[src/rtl/gray_frame_ctrl.sv]
`timescale 1ns/1ps
// Frame scheduler ahead of the RGB565->gray stage: routes whole frames to gray, bypass or drop.
// Optional stats (err_cnt, last_len) enabled by defining GRAY_FRAME_STAT_EN.
module gray_frame_ctrl #(
  parameter int H_ACT = 640,
  parameter int V_ACT = 480,
  parameter int CNT_W = 20
) (
  input  logic             clk,
  input  logic             rst_n,
  input  logic [1:0]       cfg_mode,
  input  logic [3:0]       cfg_skip,
  input  logic             din_sop,
  input  logic             din_eop,
  input  logic             din_vld,
  input  logic [15:0]      din,
  output logic             cv_sop,
  output logic             cv_eop,
  output logic             cv_vld,
  output logic [15:0]      cv_din,
  output logic             bp_sop,
  output logic             bp_eop,
  output logic             bp_vld,
  output logic [15:0]      bp_dout,
  output logic [1:0]       frame_mode,
  output logic             busy,
  output logic             err_len,
  output logic [15:0]      frame_cnt
`ifdef GRAY_FRAME_STAT_EN
  ,
  output logic [7:0]       err_cnt,
  output logic [CNT_W-1:0] last_len
`endif
);

  localparam logic [CNT_W-1:0] FRAME_PIX = CNT_W'(H_ACT * V_ACT);
  localparam logic [CNT_W-1:0] ONE = CNT_W'(1);

  localparam logic [1:0] IDLE = 2'd0;
  localparam logic [1:0] RUN  = 2'd1;
  localparam logic [1:0] SKIP = 2'd2;

  logic [1:0]       state_q, state_d;
  logic [3:0]       skip_q, skip_d;
  logic [CNT_W-1:0] pix_q, pix_d;
  logic [1:0]       mode_q, mode_d;
  logic [15:0]      fcnt_q, fcnt_d;
  logic             busy_q, busy_d;
  logic             err_q, err_d;
  logic             cv_sop_q, cv_sop_d;
  logic             cv_eop_q, cv_eop_d;
  logic             cv_vld_q, cv_vld_d;
  logic [15:0]      cv_din_q, cv_din_d;
  logic             bp_sop_q, bp_sop_d;
  logic             bp_eop_q, bp_eop_d;
  logic             bp_vld_q, bp_vld_d;
  logic [15:0]      bp_dout_q, bp_dout_d;

  logic fwd, fwd_gray, pass;
  logic beat_sop, beat_run, beat_skp;

`ifdef GRAY_FRAME_STAT_EN
  logic [7:0]       ecnt_q, ecnt_d;
  logic [CNT_W-1:0] llen_q, llen_d;
`endif

  assign beat_sop = din_vld & din_sop;
  assign beat_run = din_vld & ~din_sop & (state_q == RUN);
  assign beat_skp = din_vld & ~din_sop & din_eop & (state_q == SKIP);

  always_comb begin
    state_d  = state_q;
    skip_d   = skip_q;
    pix_d    = pix_q;
    mode_d   = mode_q;
    fcnt_d   = fcnt_q;
    err_d    = 1'b0;
    fwd      = 1'b0;
    fwd_gray = mode_q[0];
    pass     = 1'b0;
`ifdef GRAY_FRAME_STAT_EN
    llen_d   = llen_q;
`endif
    unique case (1'b1)
      beat_sop: begin
        // a sop inside RUN truncates the open frame
        if (state_q == RUN) begin
          err_d = 1'b1;
`ifdef GRAY_FRAME_STAT_EN
          llen_d = pix_q;
`endif
        end
        mode_d   = cfg_mode;
        pass     = (skip_q == 4'd0) && !cfg_mode[1];
        skip_d   = (skip_q == 4'd0) ? cfg_skip : skip_q - 4'd1;
        fwd      = pass;
        fwd_gray = cfg_mode[0];
        if (pass) begin
          pix_d = ONE;
          if (din_eop) begin
            state_d = IDLE;
`ifdef GRAY_FRAME_STAT_EN
            llen_d = ONE;
`endif
            if (FRAME_PIX != ONE) err_d = 1'b1;
            else fcnt_d = fcnt_q + 16'd1;
          end else begin
            state_d = RUN;
          end
        end else begin
          state_d = din_eop ? IDLE : SKIP;
        end
      end
      beat_run: begin
        if (din_eop) begin
          fwd     = 1'b1;
          pix_d   = pix_q + ONE;
          state_d = IDLE;
`ifdef GRAY_FRAME_STAT_EN
          llen_d = pix_q + ONE;
`endif
          if (pix_q + ONE != FRAME_PIX) err_d = 1'b1;
          else fcnt_d = fcnt_q + 16'd1;
        end else if (pix_q == FRAME_PIX) begin
          err_d   = 1'b1;
          state_d = SKIP;
        end else begin
          fwd   = 1'b1;
          pix_d = pix_q + ONE;
        end
      end
      beat_skp: state_d = IDLE;
      default: ;
    endcase

    busy_d    = (state_d == RUN);
    cv_vld_d  = fwd & fwd_gray;
    cv_sop_d  = cv_vld_d & din_sop;
    cv_eop_d  = cv_vld_d & din_eop;
    cv_din_d  = cv_vld_d ? din : cv_din_q;
    bp_vld_d  = fwd & ~fwd_gray;
    bp_sop_d  = bp_vld_d & din_sop;
    bp_eop_d  = bp_vld_d & din_eop;
    bp_dout_d = bp_vld_d ? din : bp_dout_q;
`ifdef GRAY_FRAME_STAT_EN
    ecnt_d = (err_d && ecnt_q != 8'hFF) ? ecnt_q + 8'd1 : ecnt_q;
`endif
  end

  always_ff @(posedge clk or negedge rst_n) begin
    if (!rst_n) begin
      state_q   <= IDLE;
      skip_q    <= '0;
      pix_q     <= '0;
      mode_q    <= '0;
      fcnt_q    <= '0;
      busy_q    <= 1'b0;
      err_q     <= 1'b0;
      cv_sop_q  <= 1'b0;
      cv_eop_q  <= 1'b0;
      cv_vld_q  <= 1'b0;
      cv_din_q  <= '0;
      bp_sop_q  <= 1'b0;
      bp_eop_q  <= 1'b0;
      bp_vld_q  <= 1'b0;
      bp_dout_q <= '0;
`ifdef GRAY_FRAME_STAT_EN
      ecnt_q    <= '0;
      llen_q    <= '0;
`endif
    end else begin
      state_q   <= state_d;
      skip_q    <= skip_d;
      pix_q     <= pix_d;
      mode_q    <= mode_d;
      fcnt_q    <= fcnt_d;
      busy_q    <= busy_d;
      err_q     <= err_d;
      cv_sop_q  <= cv_sop_d;
      cv_eop_q  <= cv_eop_d;
      cv_vld_q  <= cv_vld_d;
      cv_din_q  <= cv_din_d;
      bp_sop_q  <= bp_sop_d;
      bp_eop_q  <= bp_eop_d;
      bp_vld_q  <= bp_vld_d;
      bp_dout_q <= bp_dout_d;
`ifdef GRAY_FRAME_STAT_EN
      ecnt_q    <= ecnt_d;
      llen_q    <= llen_d;
`endif
    end
  end

  assign cv_sop     = cv_sop_q;
  assign cv_eop     = cv_eop_q;
  assign cv_vld     = cv_vld_q;
  assign cv_din     = cv_din_q;
  assign bp_sop     = bp_sop_q;
  assign bp_eop     = bp_eop_q;
  assign bp_vld     = bp_vld_q;
  assign bp_dout    = bp_dout_q;
  assign frame_mode = mode_q;
  assign busy       = busy_q;
  assign err_len    = err_q;
  assign frame_cnt  = fcnt_q;
`ifdef GRAY_FRAME_STAT_EN
  assign err_cnt    = ecnt_q;
  assign last_len   = llen_q;
`endif

endmodule

[config.mk]
export PLATFORM = sky130hd
export DESIGN_NAME = gray_frame_ctrl
export DESIGN_NICKNAME = d
export VERILOG_FILES = /design/src/rtl/gray_frame_ctrl.sv
export SDC_FILE = /design/constraint.sdc
export NUM_CORES = 1
export LEC_CHECK = 0
export ABC_AREA = 0
export ABC_CLOCK_PERIOD_IN_PS = 5300
export CAP_MARGIN = 20
export CORE_ASPECT_RATIO = 0.8
export CORE_UTILIZATION = 56
export DETAILED_ROUTE_END_ITERATION = 12
export PLACE_DENSITY = 0.84
export RECOVER_POWER = 25
export SLEW_MARGIN = 40
export SYNTH_ARGS = -nofsm -noshare
export SYNTH_HDL_FRONTEND = slang
export SYNTH_SLANG_ARGS = --single-unit
[constraint.sdc]
create_clock -name clk -period 5.3 [get_ports clk]
set_input_delay 0.53 -clock clk [delete_from_list [all_inputs] [get_ports clk]]
set_output_delay 0.53 -clock clk [all_outputs]
set_load 0.01 [all_outputs]
Word-level counts from Yosys, hierarchy flattened
Index checks and enable logic that the tools add are counted.
{ "op_classes": {"addsub": 3, "n_eq_ne": 7, "mux": 22, "bitwise_logic": 14, "n_reduce_logical": 6} }
{ "ops": {"columns": ["op", "n"], "rows": [
  ["two-way mux 20 bit", 3],
  ["one-hot mux 20 bit (2 select lines)", 1],
  ["adder 20 x 1 -> 20 bit (second input constant)", 1],
  ["equality test 20 x 19 -> 1 bit (second input constant)", 1],
  ["inequality test 20 x 19 -> 1 bit (second input constant)", 1],
  ["adder 16 x 1 -> 16 bit (second input constant)", 1],
  ["bitwise AND 1 bit", 11],
  ["two-way mux 1 bit", 10],
  ["two-way mux 2 bit", 4],
  ["one-hot mux 2 bit (3 select lines)", 1],
  ["AND reduction 3 bit", 2],
  ["equality test 2 x 1 -> 1 bit (second input constant)", 2],
  ["zero test 4 bit", 1],
  ["two-way mux 4 bit", 1],
  ["one-hot mux 1 bit (2 select lines)", 2],
  ["subtractor 4 x 1 -> 4 bit (second input constant)", 1],
  ["inequality test 3 bit (second input constant)", 1],
  ["NOT 1 bit", 3],
  ["equality test 2 bit (second input constant)", 1],
  ["inequality test 2 x 1 -> 1 bit (second input constant)", 1],
  ["nonzero test 2 bit", 1],
  ["logical AND 1 bit", 1],
  ["zero test 1 bit", 1]
]} }
{ "word_totals": {"reg_bits": 84, "inputBits": 27, "out_inout_bits": 58} }

Logic depth before layout (Yosys ltp)
Gate-level depths: netlist (run 1).
{ "logic_depth": {"ltp_word": 6, "ltp_mapped": 10, "ltp_nobuf": 9} }

Worst setup path after synthesis (run 1)
No wires, ideal clock.
{ "synth_timing": {"path_type": "flip-flop to flip-flop", "from": "reg skip_q[0]", "to": "reg cv_din_q[14] (netlist: cv_din[14])", "setup_time_ns": 0.125, "t_arrival_ns": 2.737, "required_ns": 5.175, "setup_slack_ns": 2.438, "stages_incl_launch_ff": 11, "synth_period_minus_slack_ns": 2.862, "cell_sequence": "dfrtp_1 inv_1 ha_1 nor3b_1 nor2b_1 nand3_1 and2_0 clkbuf_1 nor2_1 buf_2 mux2_2"} }
{ "synth_between": {"elab_chain_len": 4} }
{ "synth_rtl": {"columns": ["item", "line", "source"], "rows": [
  ["start: declaration", "44", "logic [3:0] skip_q, skip_d;"],
  ["start signal: assignment", "173", "skip_q <= skip_d;"],
  ["zero test 4 bit", "94", "pass = (skip_q == 4'd0) && !cfg_mode[1];"],
  ["logical AND 1 bit", "94", null],
  ["one-hot mux 1 bit (2 select lines)", "84", "unique case (1'b1)"],
  ["bitwise AND 1 bit", "137", "cv_vld_d = fwd & fwd_gray;"],
  ["net cv_vld_d", "52", "logic cv_vld_q, cv_vld_d;"],
  ["end signal: assignment", "182", "cv_din_q <= cv_din_d;"],
  ["end: declaration", "53", "logic [15:0] cv_din_q, cv_din_d;"]
]} }
The timed path passes the listed nets, and every way through them passes these cells.
A chain may end at the register's enable or synchronous reset.

Final worst setup path (run 1)
{ "layout_timing": {"from": "reg skip_q[0]", "to": "reg cv_din_q[2] (netlist: cv_din[2])"} }
{ "layout_between": {"elab_chain_len": 4} }
{ "layout_rtl": {"columns": ["item", "line"], "rows": [
  ["zero test 4 bit", "94"],
  ["logical AND 1 bit", "94"],
  ["one-hot mux 1 bit (2 select lines)", "84"],
  ["bitwise AND 1 bit", "137"]
]} }
Every way passes these cells.

==> results by group, run 1 <==
STA
  • Clock period minus worst slack: around 3.3 ns
  • Fmax achieved: roughly 300 MHz
  • Period utilization: between 60 and 70%
  • PnR worst setup slack: approximately 2 ns
  • Final setup fails: 0
  • Slew Limit Headroom: 45.9%
  • Final Hold Viols: 0
  • RSZ-0062 raised after global routing: false
  • Slew Limit Fails: 0
  • Setup Skew: ~0.0095 ns
  • Pin slew with the least headroom to its limit: about 0.81 ns
  • Total Neg Setup Slack: 0 ns
  • Hold slack: between 0.15 and 0.2 ns

Detailed routing
  • Vias per inst: 6.00
  • Drt drc: 0
  • Initial DRC count: ~300
  • Via count: 3,392
  • Total Wirelength: about 10 mm
  • Remaining antenna violation count after routing: 0
  • DR pass1 iterations: 5
  • DR WL/cell: 17.7 um

Finish
  • # nets final: just over 500
  • Share of post-route cells with drive strength above 1: roughly 13%
  • Cell Count, Final, Fillers Out: 565
  • Filler Cells Inserted: 492
  • Multi-input combinational cell area: 2000 um2
  • Antenna diodes: 0
  • Register area: 2100 um2
  • Syn-to-layout area delta: 25.3%
  • Post-Layout Inst Area: ~5300 um2
  • Final core utilization: between 70% and 80%

Worst setup path
  • Crit start category: flip-flop
  • Worst setup path startpoint: skip_q[0]
  • Critical Path End Type: flip-flop
  • Reg2Reg Depth: 9
  • Critical Path RT: 5.54 ns
  • Crit Path Category: reg2reg
  • R2R Setup Slk: between 1.5 and 2 ns
  • Worst r2r src: skip_q[0]
  • Crit-path max FO: 17
  • Worst setup endpoint: cv_din[2]
  • Crit path DAT: between 3 and 4 ns
  • Reg2reg end: cv_din[2]

Die
  • Starting density of the core: between 50% and 60%
  • Std-Cell Rows: 27
  • DIE AREA: 7920 um2
  • Die Y: between 70 and 80 um
  • Core area: a little over 7000 um2
  • Die X: a little under 100 um
  • I/O pin count: 85

Logic synthesis
  • Synth Area in Compound Gates: a little under an eighth
  • Sequential fraction of the synthesis area: between 40% and 50%
  • Share of the synthesized area in the top cell type: between 40% and 50%
  • FFs w/ async S/R, synth: 100%
  • Combinational family with the most area after synthesis: simple AND/OR/NAND/NOR gates
  • Main synth FF type: dfrtp_1
  • Most frequent cell after synthesis: dfrtp_1
  • Post-Synthesis Cells: 399
  • YS warnings: 0
  • Yosys reg bits: between 80 and 90
  • Largest cells by area after synthesis: dfrtp_1, mux2_2, xor2_1, o21ai_0, nand2_1
  • Mux contribution to synthesized area: under 10%
  • Synth Area in Adders: under 10%
  • Yosys cell types: 59
  • Synth Area in Simple Gates: 19.3%
  • Number of synthesized flops with an enable pin: 0
  • Yosys top cell by area: dfrtp_1
  • Post-synth top cells: dfrtp_1, nand2_1, nor2_1, mux2_2, o21ai_0
  • Post-Synth XOR/XNOR Area: roughly 4.8%
  • Mean Syn Cell Area: roughly 11 um2
  • Cell Area, Synth: ~4200 um2
  • Syn Nets: approximately 430

Pwr
  • Switch Pwr: around 0.55 mW
  • Final Power: 1.86 mW
  • Seq pwr share: around 46%
  • Switching Fraction: 29.7%
  • PwrDens: 350 nW/um2
  • Comb pwr share: roughly 28%
  • Leak: 2.30 nW
  • Max VDD drop: roughly 0.26 mV
  • Clock network fraction of total power: 25.6%
  • Internal Power: 1.31 mW

Global route
  • Initial antenna violation count: 0
  • Gr ovfl total: 0
  • Pin count of the biggest net entering global routing: 85
  • Vias in the first global route: approximately 3,200
  • Gr usage total: between 20% and 30%
  • First-pass GRT wire length: 16.1 mm

Clock tree
  • CTS tree: yes
  • Clock tree buffer depth: 2
  • Num Clock Sinks: 84
  • CTS clk-pin slew, worst paths: 0.09 ns
  • Root buf cell: clkbuf_8
  • # resized after CTS: 0
  • Level count of the clock H-tree: 3
  • # Post-CTS Setup Buffers: 0
  • Clk_lat worst skew: 0.36 ns
  • TritonCTS Buffers: 9
  • # hold bufs at CTS: 0

Placement
  • Setup WS pre-CTS: approximately 1.7 ns
  • Buffers added on ports: between 80 and 90
  • Placer Congestion: between 0.9 and 1
  • Area post-placement: just over 5000 um2
  • Dpl cells: 549
  • Hpwl dp: approximately 7 mm

Worst hold path
  • Hold Path Class: in2async

Run
  • Number of max-cap violations: 0

Run status
  • Status: complete, no violations
metal layers:
metal | global-route usage [%] | vias up | routed length, um
li1 | - | 1586 | -
met1 | 36.7 | 1659 | 4380
met2 | 42.8 | 141 | 4870
met3 | 6.65 | 6 | 662
met4 | 5.29 | 0 | 72
met5 | 0 | - | 0
power groups by stage:
stage | clock network (mW) | logic [mW] | registers, mW
3_5_place_dp | 0 | 0.526 | 0.864
2_1_floorplan | 0 | 0.174 | 0.905
3_3_place_gp | 0 | 0.509 | 0.859
6_report | 0.476 | 0.525 | 0.857
4_1_cts | 0.490 | 0.529 | 0.855
5_1_grt | 0.518 | 0.560 | 0.874
registers in the layout (all words and copies together), names as in the netlist, 2 cells and up:
name,cells
bp_dout,16
cv_din,16
frame_cnt,16
frame_mode,2
pix_q,20
skip_q,4
state_q,2
worst min-delay path by stage:
stage | endpoint | cells after the start
final | pix_q[4] | 1
after global routing | pix_q[3] | 1
after CTS | frame_cnt[10] | 1
after detailed placement | frame_cnt[15] | 1
after global placement | frame_cnt[15] | 1
after floorplan | bp_dout[0] | 0
logic make-up (layout without fill, tap and decap cells):
group / Yosys count / after routing
muxes: 37 / 37
and+or+nand+nor: 149 / 149
AOI/OAI and AO/OA: 68 / 68
adders and majority gates: 5 / 5
DFF: 84 / 84
xor gates and xnor gates: 23 / 23
buffers and inverters: 33 / 112
layout make-up:
cell class / count / area share (%)
Sequential cell: 84 / 39.6
Multi-Input combinational cell: 282 / 37.6
Clock buffer: 9 / 2.33
Timing Repair Buffer: 86 / 16.2
Tap cell: 87 / 2.05
Clock inverter: 7 / 1.56
Inverter: 10 / 0.707
worst max-delay path: stages (launching register included):
cell     delay, ns
dfrtp_1       0.43
inv_1         0.08
ha_1          0.21
nor3b_1       0.48
nor2b_1       0.30
nand3_1       0.35
and2_0        0.53
nor2_1        0.20
buf_4         0.28
mux2_2        0.37
cell usage in the layout (no fill, tap or decap), types with 6 or more instances in the layout:
cell type        instances
nand2_1                 33
nor2_1                  32
and3_1                   8
nor3_1                   7
mux2_2                  27
xnor2_1                  6
o21ai_0                 26
nand3_1                 21
nor4_1                   7
mux2_1                   8
xor2_1                  17
clkdlybuf4s50_1         83
dfrtp_1                 84
nand4_1                 14
inv_1                   10
clkbuf_8                10
nor2b_1                  6
a21oi_1                 10
o31ai_1                  7
Power figures use the tool's default switching activity.
==> run 2, diff against run 1 <==
--- a/config.mk
+++ b/config.mk
@@ -6,12 +6,12 @@
 export NUM_CORES = 1
 export LEC_CHECK = 0
 export ABC_AREA = 0
-export ABC_CLOCK_PERIOD_IN_PS = 5300
+export ABC_CLOCK_PERIOD_IN_PS = 2900
 export CAP_MARGIN = 20
 export CORE_ASPECT_RATIO = 0.8
-export CORE_UTILIZATION = 56
+export CORE_UTILIZATION = 47
 export DETAILED_ROUTE_END_ITERATION = 12
-export PLACE_DENSITY = 0.84
+export PLACE_DENSITY = 0.75
 export RECOVER_POWER = 25
 export SLEW_MARGIN = 40
 export SYNTH_ARGS = -nofsm -noshare
==> constraint.sdc (replaced) <==
create_clock -name clk -period 2.9 [get_ports clk]
set_input_delay 0.29 -clock clk [delete_from_list [all_inputs] [get_ports clk]]
set_output_delay 0.29 -clock clk [all_outputs]
set_load 0.01 [all_outputs]
==> run 2 against run 1 <==
Effect of this change: the run now ends with max-capacitance violations, max-slew violations left; combinational power grew 88%; utilization shrank 11 points; clock-buffer cell count grew 4; sequential power grew 81%; critical path depth shrank 3; largest cell class unchanged; highest routed layer unchanged.
==> results by group, run 2 (synthesis results as in run 1) <==
Worst setup path
  • R2R Setup Slk: ~0.14 ns
  • Reg2Reg Depth: 6
  • Crit path max-delay family: simple AND/OR/NAND/NOR gates
  • Crit start category: flip-flop
  • Worst r2r src: pix_q[14]
  • Worst setup path startpoint: pix_q[14]
  • Crit path buf inv count: 0
  • Critical Path End Type: flip-flop
  • Crit-path max FO: 6
  • Slowest CP cell: or4_4
  • Crit-path max cell delay: ~0.59 ns
  • Reg2reg end: frame_cnt[1]
  • Crit path DAT: ~3.0 ns
  • Critical Path RT: around 3.1 ns
  • Crit Path Category: reg2reg
  • CP cell instances: nand2_1 -> or4_1 -> or4_4 -> a2111oi_2 -> nand4_1 -> mux2_1

Worst hold path
  • Hold Path Class: reg2reg
  • Hold endpoint: frame_cnt[15]
  • Hold Path Depth: 1
  • Start point of the worst hold path: frame_cnt[15]

Detailed routing
  • DR pass1 iterations: 4
  • Initial DRC count: ~200
  • DR WL/cell: between 15 and 20 um
  • Remaining antenna violation count after routing: 0
  • Via count: 3,461
  • Drt drc: 0
  • Vias per inst: between 5 and 6
  • Total Wirelength: approximately 10 mm

Finish
  • Post-Layout Inst Area: between 5000 and 6000 um2
  • Antenna diodes: 0
  • Commonest non-fill, non-tap cell in the layout: dfrtp_1
  • Syn-to-layout area delta: 30.4%
  • Share of post-route cells with drive strength above 1: 17.2%
  • Cell Count, Final, Fillers Out: 618
  • Largest Register: pix_q
  • Largest register FFs: 20
  • # nets final: roughly 530
  • Commonest cells after routing, fill and taps aside: dfrtp_1, clkdlybuf4s50_1, nand2_1

STA
  • Fmax achieved: 362 MHz
  • RSZ-0062 raised after global routing: false
  • Period utilization: a little over nine tenths
  • Slew Limit Headroom: -37.3%
  • Final setup fails: 0
  • Clock period minus worst slack: about 2.8 ns
  • Setup Skew: 0.00930 ns
  • Slew Limit Fails: 85
  • Final Hold Viols: 0
  • Pin slew with the least headroom to its limit: ~2.1 ns
  • Total Neg Setup Slack: 0 ns

Global route
  • First-pass GRT wire length: 16.6 mm
  • Gr ovfl total: 0
  • Vias in the first global route: 3,351
  • Gr usage total: a little under a quarter
  • Initial antenna violation count: 0
  • Pin count of the biggest net entering global routing: between 80 and 90

Placement
  • Area post-placement: approximately 5300 um2
  • Dpl cells: around 600
  • Buffers added on ports: between 80 and 90
  • Hpwl dp: slightly above 7 mm
  • Placer Congestion: about 0.94

Die
  • Die Y: between 80 and 90 um
  • Starting density of the core: about half
  • Std-Cell Rows: 30
  • Core area: around 8600 um2
  • DIE AREA: roughly 9400 um2
  • Die X: 108 um
  • I/O pin count: between 80 and 90

Pwr
  • Leak: around 2.4 nW
  • PwrDens: between 600 and 700 nW/um2
  • Max VDD drop: between 0.5 and 0.6 mV

Clock tree
  • Clock tree buffer depth: 2
  • CTS clk-pin slew, worst paths: 0.08 ns
  • CTS tree: yes
  • Root buf cell: clkbuf_8
  • Clk_lat worst skew: 0.36 ns
  • TritonCTS Buffers: 9
  • Num Clock Sinks: between 80 and 90
  • Level count of the clock H-tree: 3

Run status
  • Status: complete, but fails checks
  • Failing checks: max-capacitance violations, max-slew violations

Run
  • Number of max-cap violations: 1
## run 2: changes by cell type in the layout (fill, tap and decap cells not counted), sizes merged
cell	previous run	this run
bufinv	1	0
buf	2	29
clkbuf	10	14
inv	13	10
dlygate4sd3	0	1
## run 2: metal layers
layer  track usage (%)  vias up  part of all wire (%)
li1                  -     1641                     -
met1              31.5     1682                    44
met2              34.3      122                    46
met3              8.23       16                   7.8
met4              6.10        0                   1.6
met5                 0        -                     0
## run 2: where the power goes
group          total, mW  internal, mW  switching, mW
combinational      0.986         0.588          0.397
clock              0.797         0.381          0.416
sequential          1.55          1.41          0.143
## run 2: area by class of cell
type,instances,area [um2]
Sequential cell,84,2100
Timing Repair Buffer,114,1060
Clock buffer,13,169
Fill cell,686,3070
Multi-Input combinational cell,282,1990
Clock inverter,3,20.0
Inverter,10,37.5
Tap cell,112,140
## run 2: stage by stage
stage	hold WS (ns)	utilization (%)	setup slack (ns)	total power, mW
2_1_floorplan	-0.00559	-	0.0383	1.97
3_3_place_gp	0.457	61.8	0.219	2.53
3_5_place_dp	0.395	61.8	0.0434	2.56
4_1_cts	0.476	64.1	0.0237	3.37
5_1_grt	0.515	64.3	0.0243	3.49
6_report	0.468	64.3	0.141	3.33
## run 2: how the worst max path moves through the flow
stage,end,slack [ns],depth (start not counted)
6_report,frame_cnt[1],0.14,6
5_1_grt,frame_cnt[1],0.02,6
4_1_cts,frame_cnt[10],0.02,7
3_5_place_dp,frame_cnt[10],0.04,7
3_3_place_gp,frame_cnt[8],0.22,7
2_1_floorplan,cv_din[14],0.04,10
## run 2: repair_timing
action / in CTS / in global routing
resized for setup: 0 / 1
endpoints found under the hold margin: 1 / 0
hold buffers: 1 / 0
endpoints found under the setup margin: 0 / 6
buffers inserted: 0 / 2
==> run 3, diff against run 2 <==
--- a/config.mk
+++ b/config.mk
@@ -6,10 +6,11 @@
 export NUM_CORES = 1
 export LEC_CHECK = 0
 export ABC_AREA = 0
-export ABC_CLOCK_PERIOD_IN_PS = 2900
+export ABC_CLOCK_PERIOD_IN_PS = 2400
 export CAP_MARGIN = 20
 export CORE_ASPECT_RATIO = 0.8
 export CORE_UTILIZATION = 47
+export CTS_BUF_LIST = sky130_fd_sc_hd__clkbuf_16
 export DETAILED_ROUTE_END_ITERATION = 12
 export PLACE_DENSITY = 0.75
 export RECOVER_POWER = 25
==> constraint.sdc (replaced) <==
create_clock -name clk -period 2.4 [get_ports clk]
set_input_delay 0.24 -clock clk [delete_from_list [all_inputs] [get_ports clk]]
set_output_delay 0.24 -clock clk [all_outputs]
set_load 0.01 [all_outputs]
==> run 3 against run 2 <==
Effect of this change: the flow finishes with violations (negative setup slack); setup slack worse by 0.49 ns; via count increased by 7.5%; non-clock buffer count rose by 35.
==> results by group, run 3 (synthesis results as in run 1) <==
Run status
  • Status: complete, but fails checks
  • Failing checks: negative setup slack

Global route
  • First-pass GRT wire length: between 15 and 20 mm
  • Gr ovfl total: 0
  • Gr usage total: approximately 27%
  • M2 GR Usage: a little under half
  • GR peak layer: met2
  • Pin count of the biggest net entering global routing: 36
  • Initial antenna violation count: 0
  • Vias in the first global route: around 3,800
  • GRT met1 Usage: about a third
  • Met3 usage: a little under a tenth

Detailed routing
  • DR WL/cell: ~19 um
  • Remaining antenna violation count after routing: 0
  • Total Wirelength: roughly 12 mm
  • Via count: between 3,000 and 4,000
  • Drt drc: 0
  • DR pass1 iterations: 4
  • Initial DRC count: 206
  • Vias per inst: 5.70

STA
  • RSZ-0062 raised after global routing: true
  • Slew Limit Headroom: between 40% and 50%
  • Fmax achieved: approximately 360 MHz
  • Final setup fails: 17
  • Period utilization: 114%
  • Total Neg Setup Slack: -4.68 ns
  • PnR worst setup slack: -0.347 ns
  • Slew Limit Fails: 0
  • Setup Skew: 0.00638 ns
  • Final Hold Viols: 0
  • Clock period minus worst slack: around 2.7 ns
  • Pin slew with the least headroom to its limit: slightly below 0.9 ns

Clock tree
  • Clk_lat worst skew: around 0.34 ns
  • TritonCTS Buffers: 9
  • Num Clock Sinks: 84
  • CTS clk-pin slew, worst paths: roughly 0.07 ns
  • Clock tree buffer depth: 2
  • Root buf cell: clkbuf_16
  • Level count of the clock H-tree: 3
  • CTS tree: yes

Placement
  • Placer Congestion: about 0.87
  • Buffers added on ports: between 80 and 90
  • Hpwl dp: slightly above 8 mm
  • Setup WS pre-CTS: -0.382 ns

Finish
  • Filler Cells Inserted: a little under 600
  • Largest register FFs: 20
  • Largest Register: pix_q
  • Commonest cells after routing, fill and taps aside: dfrtp_1, clkdlybuf4s50_1, buf_4
  • Antenna diodes: 0
  • Syn-to-layout area delta: 45.8%
  • Share of post-route cells with drive strength above 1: 28.7%
  • # nets final: roughly 570

Die
  • Die X: roughly 110 um
  • Die Y: just under 90 um
  • I/O pin count: between 80 and 90
  • Std-Cell Rows: 30
  • Core area: 8600 um2
  • DIE AREA: 9400 um2
  • Starting density of the core: slightly below 50%

Pwr
  • Comb pwr share: between 20 and 30%
  • Max VDD drop: 0.801 mV
  • Clock network fraction of total power: 29.8%
  • Seq pwr share: a little over two fifths
  • Internal Power: approximately 3.2 mW
  • Leak: 2.74 nW
  • PwrDens: 724 nW/um2
  • Switching Fraction: 29.4%
  • Switch Pwr: between 1 and 1.5 mW

Run
  • Number of max-cap violations: 0

Worst setup path
  • Worst r2r src: pix_q[5]
  • Reg2Reg Depth: 10
  • Crit-path max FO: 5
  • Crit Path Category: reg2reg
  • Worst setup path startpoint: pix_q[5]
  • Crit-path max cell delay: about 0.53 ns
  • Critical Path RT: ~2.7 ns
  • R2R Setup Slk: -0.35 ns
  • Crit start category: flip-flop
  • Critical path's most frequent cell: buf_4
  • Critical Path End Type: flip-flop
  • Reg2reg end: frame_cnt[11]
  • Slowest CP cell: or4_4
  • Worst setup endpoint: frame_cnt[11]
  • CP cell instances: nand3_4 -> or4_4 -> buf_6 -> or3_4 -> a221oi_4 -> buf_4 -> nand4_4 -> buf_4 -> nor2_4 -> xor2_1
  • Crit path DAT: around 3.0 ns

Worst hold path
  • Hold Path Class: reg2reg
  • Start point of the worst hold path: frame_cnt[15]
run 3: cell count changes in the layout (fill, tap and decap cells not counted), sizes merged:
cell and change:
buf +33, clkbuf -2, inv +4
run 3: area by class of cell:
cell class                      count  area (um2)  share of cell area, %
Multi-Input combinational cell    282        2210                   35.7
Timing Repair Buffer              149        1410                   22.8
Clock inverter                      7        57.6                  0.932
Clock buffer                        9         225                   3.65
Tap cell                          112         140                   2.27
Sequential cell                    84        2100                   34.0
Inverter                           10        37.5                  0.608
run 3: critical path, delay by kind of cell, from the launching register on:
kind            cells  cell delay, ns
xor+xnor            1            0.18
buf+inv             3            0.53
simple gates        5            1.21
compound gates      1            0.35
flops               1            0.39
run 3: layer usage:
layer | routed length (um) | part of all wire, %
met1 | 4950 | 41
met2 | 6080 | 50
met3 | 913 | 7.5
met4 | 268 | 2.2
met5 | 0 | 0
run 3: worst min path at each step:
stage | end | slack, ns | cells after the start
floorplan | bp_dout[0] | -0.06 | 0
global placement | skip_q[1] | 0.22 | 1
detailed placement | skip_q[1] | 0.22 | 1
CTS | skip_q[1] | 0.40 | 2
global route | cv_din[13] | 0.51 | 1
finish | frame_cnt[15] | 0.49 | 1
run 3: power by group through the flow:
| stage | clock network (mW) | logic (mW) | registers (mW) |
|---|---|---|---|
| finish | 1.33 | 1.25 | 1.88 |
| global route | 1.42 | 1.35 | 1.92 |
| CTS | 1.35 | 1.26 | 1.88 |
| detailed placement | 0 | 1.25 | 1.90 |
| global placement | 0 | 1.21 | 1.87 |
| floorplan | 0 | 0.392 | 2.00 |
run 3: through the flow:
step	instance area, um2	utilization, %	std cells	hold slack, ns	total power [mW]
after floorplan	4330	-	399	-0.0556	2.39
after global placement	5580	64.9	622	0.217	3.08
after detailed placement	5580	64.9	622	0.220	3.14
after CTS	6040	70.2	647	0.396	4.49
after global routing	6180	71.9	653	0.512	4.68
final	6180	71.9	653	0.490	4.47
run 3: repair_timing:
item / in CTS / in global routing
gates cloned: 0 / 1
hold buffers: 1 / 0
pin swaps: 15 / 10
endpoints found under the hold margin: 32 / 0
gates resized for setup: 23 / 22
endpoints found under the setup margin: 17 / 63
setup buffers: 8 / 6
